**config.mk**
```make
export PLATFORM = sky130hd
export DESIGN_NAME = mem_byte_arbiter
export DESIGN_NICKNAME = d
export VERILOG_FILES = /design/src/rtl/mem_byte_arbiter.sv
export SDC_FILE = /design/constraint.sdc
export NUM_CORES = 1
export LEC_CHECK = 0
export ABC_AREA = 0
export CAP_MARGIN = 40
export CORE_MARGIN = 8
export CORE_UTILIZATION = 45
export CTS_CLUSTER_SIZE = 12
export DETAILED_ROUTE_END_ITERATION = 6
export GPL_TIMING_DRIVEN = 0
export PLACE_DENSITY = 0.92
export SYNTH_ARGS = -nofsm -noshare
export SYNTH_HDL_FRONTEND = slang
export SYNTH_SLANG_ARGS = --single-unit
```
**constraint.sdc**
```tcl
create_clock -name clk -period 3 [get_ports clk]
set_clock_uncertainty 0.2 [all_clocks]
set_input_delay 0.45 -clock clk [delete_from_list [all_inputs] [get_ports clk]]
set_output_delay 0.45 -clock clk [all_outputs]
set_load 0.05 [all_outputs]
```
**src/rtl/mem_byte_arbiter.sv**
```systemverilog
// mem_byte_arbiter
//   Shares one byte-wide, asynchronous-read memory between the instruction
//   fetch port and the data load port. A granted access is sequenced one
//   byte per cycle. The bytes are assembled little-endian into a word, and
//   the result is returned with a one-cycle done pulse to the owner.
//
//   Optional alignment check: define MEM_ARB_ALIGN_CHECK_EN to reject
//   unaligned word/half accesses at grant. A rejected access returns
//   done with rdata=0 and err=1. Without the macro err is tied to 0 and
//   unaligned accesses proceed byte by byte.
//
// Ports
//   clk        in   rising-edge clock
//   rst_n      in   asynchronous active-low reset
//   if_req     in   fetch request, held until if_done
//   if_addr    in   fetch byte address (always a word access)
//   if_rdata   out  fetched word, valid while if_done=1
//   if_done    out  one-cycle fetch completion pulse
//   d_req      in   data request, held until d_done
//   d_addr     in   data byte address
//   d_size     in   00=byte, 01=half, 10/11=word
//   d_rdata    out  zero-extended load data, valid while d_done=1
//   d_done     out  one-cycle data completion pulse
//   err        out  misalignment flag, valid with either done pulse
//   mem_addr   out  byte address to memory (holds its value while idle)
//   mem_rdata  in   combinational read data for mem_addr
module mem_byte_arbiter #(
    parameter int ADDRESS_WIDTH = 32,
    parameter int DATA_WIDTH    = 8,
    parameter int WORD_WIDTH    = 32
) (
    input  logic                     clk,
    input  logic                     rst_n,
    input  logic                     if_req,
    input  logic [ADDRESS_WIDTH-1:0] if_addr,
    output logic [WORD_WIDTH-1:0]    if_rdata,
    output logic                     if_done,
    input  logic                     d_req,
    input  logic [ADDRESS_WIDTH-1:0] d_addr,
    input  logic [1:0]               d_size,
    output logic [WORD_WIDTH-1:0]    d_rdata,
    output logic                     d_done,
    output logic                     err,
    output logic [ADDRESS_WIDTH-1:0] mem_addr,
    input  logic [DATA_WIDTH-1:0]    mem_rdata
);

    localparam int LANES = WORD_WIDTH / DATA_WIDTH;
    localparam logic [ADDRESS_WIDTH-1:0] ADDR_ONE = ADDRESS_WIDTH'(1);

    typedef enum logic {
        S_IDLE = 1'b0,
        S_XFER = 1'b1
    } state_t;

    state_t                   r_state;
    state_t                   w_state_nxt;
    logic [1:0]               r_beat;
    logic [1:0]               r_last;      // index of the final beat (N-1)
    logic                     r_owner_d;   // 1: data port owns the transfer
    logic                     r_prio_d;    // 1: data wins the next tie
    logic [ADDRESS_WIDTH-1:0] r_mem_addr;
    logic [WORD_WIDTH-1:0]    r_acc;
    logic                     r_if_done;
    logic                     r_d_done;

    logic                     w_if_pend;
    logic                     w_d_pend;
    logic                     w_grant_f;
    logic                     w_grant_d;
    logic [ADDRESS_WIDTH-1:0] w_grant_addr;
    logic [1:0]               w_grant_last;
    logic                     w_reject;
    logic                     w_xfer_end;

    always_comb begin
        // A requester still holds req during its own done cycle. It must not
        // be re-granted for that stale request.
        w_if_pend    = if_req && !r_if_done;
        w_d_pend     = d_req  && !r_d_done;
        w_grant_f    = 1'b0;
        w_grant_d    = 1'b0;
        w_grant_addr = if_addr;
        w_grant_last = 2'd3;
        w_reject     = 1'b0;
        w_xfer_end   = 1'b0;
        w_state_nxt  = r_state;

        case (r_state)
            S_IDLE: begin
                if (w_if_pend && (!w_d_pend || !r_prio_d)) begin
                    w_grant_f = 1'b1;
                end else if (w_d_pend) begin
                    w_grant_d    = 1'b1;
                    w_grant_addr = d_addr;
                    case (d_size)
                        2'b00:   w_grant_last = 2'd0;
                        2'b01:   w_grant_last = 2'd1;
                        default: w_grant_last = 2'd3;
                    endcase
                end
`ifdef MEM_ARB_ALIGN_CHECK_EN
                if (w_grant_f || w_grant_d) begin
                    w_reject = ((w_grant_last == 2'd3) && (w_grant_addr[1:0] != 2'b00)) ||
                               ((w_grant_last == 2'd1) && w_grant_addr[0]);
                end
`endif
                if (w_grant_f || w_grant_d) begin
                    // A rejected access skips XFER; its done comes straight from IDLE.
                    w_state_nxt = w_reject ? S_IDLE : S_XFER;
                end
            end
            S_XFER: begin
                if (r_beat == r_last) begin
                    w_xfer_end  = 1'b1;
                    w_state_nxt = S_IDLE;
                end
            end
            default: w_state_nxt = S_IDLE;
        endcase
    end

    always_ff @(posedge clk or negedge rst_n) begin
        if (!rst_n) begin
            r_state    <= S_IDLE;
            r_beat     <= 2'd0;
            r_last     <= 2'd0;
            r_owner_d  <= 1'b0;
            r_prio_d   <= 1'b0;
            r_mem_addr <= '0;
            r_acc      <= '0;
            r_if_done  <= 1'b0;
            r_d_done   <= 1'b0;
        end else begin
            r_state   <= w_state_nxt;
            r_if_done <= 1'b0;
            r_d_done  <= 1'b0;

            // --- grant: latch the request and clear the result ---
            if (w_grant_f || w_grant_d) begin
                r_owner_d <= w_grant_d;
                r_prio_d  <= w_grant_f;
                r_beat    <= 2'd0;
                r_last    <= w_grant_last;
                // Clearing here leaves every lane >= N at zero.
                r_acc     <= '0;
                if (w_reject) begin
                    r_if_done <= w_grant_f;
                    r_d_done  <= w_grant_d;
                end else begin
                    r_mem_addr <= w_grant_addr;
                end
            end

            // --- beat: capture one byte lane, advance the address ---
            if (r_state == S_XFER) begin
                for (int k = 0; k < LANES; k++) begin
                    if (int'(r_beat) == k) begin
                        r_acc[k*DATA_WIDTH +: DATA_WIDTH] <= mem_rdata;
                    end
                end
                if (w_xfer_end) begin
                    r_if_done <= !r_owner_d;
                    r_d_done  <= r_owner_d;
                end else begin
                    r_beat     <= r_beat + 2'd1;
                    // Wraps naturally from all-ones to zero.
                    r_mem_addr <= r_mem_addr + ADDR_ONE;
                end
            end
        end
    end

`ifdef MEM_ARB_ALIGN_CHECK_EN
    logic r_err;

    // A reject is only ever flagged at grant, so err coincides with its done.
    always_ff @(posedge clk or negedge rst_n) begin
        if (!rst_n) begin
            r_err <= 1'b0;
        end else begin
            r_err <= w_reject;
        end
    end

    assign err = r_err;
`else
    assign err = 1'b0;
`endif

    assign if_rdata = r_acc;
    assign d_rdata  = r_acc;
    assign if_done  = r_if_done;
    assign d_done   = r_d_done;
    assign mem_addr = r_mem_addr;

endmodule

```
==> summary.txt, run 1 <==
Logic synthesis
  – Share of the yosys chip area belonging to registers: 44.31%
  – Synth top area cells: dfrtp_1 (44%), nand2_1 (8.8%), buf_4 (6.2%)
  – Syn Area/Cell: 9.121 um2
  – Ys flop type: dfrtp_1
  – Cell taking the most area after synthesis: dfrtp_1
  – Synth Warn #: 0
  – Post-synth ARST share: 100.0%
  – Library cells used by synthesis: 56
  – Mapped Nets: 535
  – Synth Instances: approximately 450
  – Seq cells post-synth: 73
  – Synth Cell Area: 4123 um2
  – Post-synth EDFFs: 0
  – Post-synth top area share: 44.31%

Cells and area
  – Share of cells above drive strength 1: 11.47%
  – Area growth syn-to-layout: 51.87%
  – Fill cells: 700
  – Non-Filler Instances: 756
  – Commonest cells after routing, fill and taps aside: clkdlybuf4s50_1 (174), nand2_1 (97), dfrtp_1 (73)
  – Ant diodes: 0
  – Nets: 723
  – Commonest non-fill, non-tap cell in the layout: clkdlybuf4s50_1
  – Fin util: 69.07%

Floorplanning
  – Die width: approximately 110 um
  – Die Ht: approximately 110 um
  – Initial Utilization: between 40% and 50%
  – Area of the die: around 12000 um2
  – Boundary Pins: 177
  – Area of the core: 9065 um2
  – Cell row count: 35

Critical path
  – Crit end category: flop
  – Arr. time, crit path: 2.78 ns
  – Setup CP Type: primary input to flop
  – CP startpoint kind: primary input
  – Worst path required time: 2.99 ns
  – Crit-path max FO: 10

Route
  – First-pass DRT Iterations: 4
  – Via density: approximately 5.7
  – Post-route ant nets: 0
  – WL/cell: 19.00 um
  – 1st-iter DRT viols: 280
  – DRC Markers: 0
  – Final WL: 14370 um
  – Vias: 4281

Clocking
  – Clk pin slew, worst setup/hold paths: 0.07 ns
  – Clock Latency Late Sink: about 0.35 ns
  – Clock Tree Root: clkbuf_8
  – Clock Sinks: 73
  – Deepest clock path buffer count: 2
  – Post-CTS Setup Inserts: 0
  – CTS Buf Count: 9
  – CTS H-Tree Depth: 3
  – Post-CTS Resized: 0
  – CTS tree: yes

Power
  – Clock power frac: 10.5%
  – Switching share of power: 54.07%
  – Pwr Density: approximately 1300 nW/um2
  – Static Leak: around 2.6 nW
  – Net Switching: 0.004485 W
  – VDD IR-drop max: 664.6 uV
  – Internal: 0.003809 W
  – Combinational share of power: 65.6%
  – Reg power frac: 24.0%

Placement
  – Detailed Place HPWL: 11280 um
  – GP Congestion: 0.8663
  – Port Buffer Count: 175
  – Placed insts: 739
  – Place WS: -0.02977 ns

Timing
  – Minimum clock period: 2.790 ns
  – Max transition margin: between 40% and 50%
  – Final setup violation count: 0
  – Final worst-path setup slack: approximately 0.21 ns
  – Slew @ Worst Pin: about 0.9 ns
  – Worst hold margin: around 0.25 ns
  – FMAX: 358.4 MHz
  – Fin. max-slew vios: 0
  – RSZ-0062 raised after global routing: no
  – Fin. Hold Viols: 0
  – Period utilization: between 90% and 100%

Global route
  – Global-route wire length before repair: 23060 um
  – Largest net degree at the start of global routing: between 40 and 50
  – Vias in the first global route: between 4k and 5k
  – Overall global routing resource usage: 22.96%
  – Initial antenna violation count: 0
  – GR Overflow Total: 0

Run status
  – Outcome: completed

Job
  – Max_cap viols: 0

Worst hold path
  – Hold Path Class: flop to flop
==> final cells by class <==
| type | count | area [um2] | share of cell area (%) |
|---|---|---|---|
| multi-input combinational | 312 | 1908 | 30.48 |
| sequential | 73 | 1827 | 29.18 |
| timing repair buffer | 177 | 1779 | 28.42 |
| buffer | 61 | 365.4 | 5.835 |
| clock buffer | 11 | 141.4 | 2.258 |
| tap | 111 | 138.9 | 2.218 |
| clock inverter | 5 | 78.83 | 1.259 |
| inverter | 6 | 22.52 | 0.3597 |
==> layer usage <==
layer  GRT usage, %  vias up  routed length (um)
li1               -     1975                   -
met1          25.05     2010                5394
met2          37.80      262                6801
met3          10.28       34                1761
met4          10.12        0                 409
met5              0        -                   0
==> per-stage QoR <==
step	instance area (um2)	setup TNS (ns)	total power (W)
4_1_cts	6261	0	0.008302
2_1_floorplan	4123	0	0.005521
3_5_place_dp	6031	-0.06029	0.007429
3_3_place_gp	6013	-83.56	0.007297
5_1_grt	6261	0	0.008736
6_report	6261	0	0.008294
==> sequential cells by signal, summed over array words and instances, names as in the netlist <==
signal,count
r_prio_d,1
r_owner_d,1
d_done,1
if_done,1
r_state,1
r_beat,2
mem_addr,32
d_rdata,32
r_last,2
==> synth_stat cells (2+ instances only) <==
library cell / count
o21ai_1: 2
o31a_1: 2
o211ai_1: 6
dfrtp_1: 73
a31oi_1: 5
a221o_1: 4
inv_1: 6
ha_1: 5
mux2i_1: 11
a22oi_1: 8
o311ai_0: 5
nor3_2: 2
a21oi_2: 2
and4_1: 4
buf_2: 7
or3_1: 3
nor2_1: 12
nor3_1: 6
xnor2_1: 4
nor4_1: 2
nor4_4: 2
nand4_1: 9
nand2_1: 97
a311oi_1: 7
o21ai_0: 43
mux2_2: 5
xor2_1: 3
a221oi_1: 2
and3_1: 6
a222oi_1: 2
buf_4: 34
a32oi_1: 2
nand3_1: 14
o221ai_1: 2
clkbuf_1: 20
and2_1: 7
o31ai_1: 2
a21oi_1: 7
a211oi_1: 2
==> critical path: stages <==
cell and delay [ns]:
clkdlybuf4s50_1 0.50, nand2b_4 0.08, nor3_2 0.72, nor2_1 0.20
clkbuf_1 0.32, a22oi_1 0.30, o311ai_0 0.20
==> power by group through the flow <==
stage | clock [W] | sequential (W) | combinational [W]
final | 0.000868 | 0.00199 | 0.00544
after global routing | 0.000924 | 0.00207 | 0.00575
after CTS | 0.000872 | 0.00198 | 0.00545
after detailed placement | 0 | 0.00199 | 0.00544
after global placement | 0 | 0.00196 | 0.00534
after floorplan | 0 | 0.00324 | 0.00228
==> what timing repair did <==
item,4_1_cts,5_1_grt
setup endpoints to repair,0,0
hold buffers,1,0
hold endpoints to repair,32,0
==> final timing paths <==
path / depth (start not counted) / endpoint / slack, ns / from
worst max register to register: 6 / mem_addr[23] / 0.35 / d_done
worst max-delay path: 7 / mem_addr[23] / 0.21 / d_req
min in group asynchronous: 2 / d_rdata[5] / 0.39 / rst_n
worst min-delay path: 1 / if_done / 0.25 / r_owner_d
worst min register to register: 1 / if_done / 0.25 / r_owner_d
max in group asynchronous: 3 / r_owner_d / 1.63 / rst_n
==> kinds of logic after synthesis <==
kind of cell             Yosys count  synth area share [%]
AO/OA/AOI/OAI                    112                 18.42
XOR/XNOR                           7                 1.487
adder cells (fa/ha/maj)            5                 1.517
buffers and inverters             67                 9.408
flip-flops                        73                 44.31
multiplexers                      16                 4.036
other                              1               0.09096
AND/OR/NAND/NOR                  171                 20.73
Power figures use the tool's default switching activity.
==> run 2: changes to the inputs <==
==> constraint.sdc (replaced) <==
create_clock -name clk -period 3 [get_ports clk]
set_clock_uncertainty 0.2 [all_clocks]
set_input_delay 0.45 -clock clk [delete_from_list [all_inputs] [get_ports clk]]
set_output_delay 0.45 -clock clk [all_outputs]
set_load 0.02 [all_outputs]
==> results of run 2 <==
The final DEF is identical to that of run 1. Status: completed.
Among the figures that moved: total power 0.008294 W -> 0.006988 W; worst IR drop on VDD 664.6 uV -> 513.7 uV
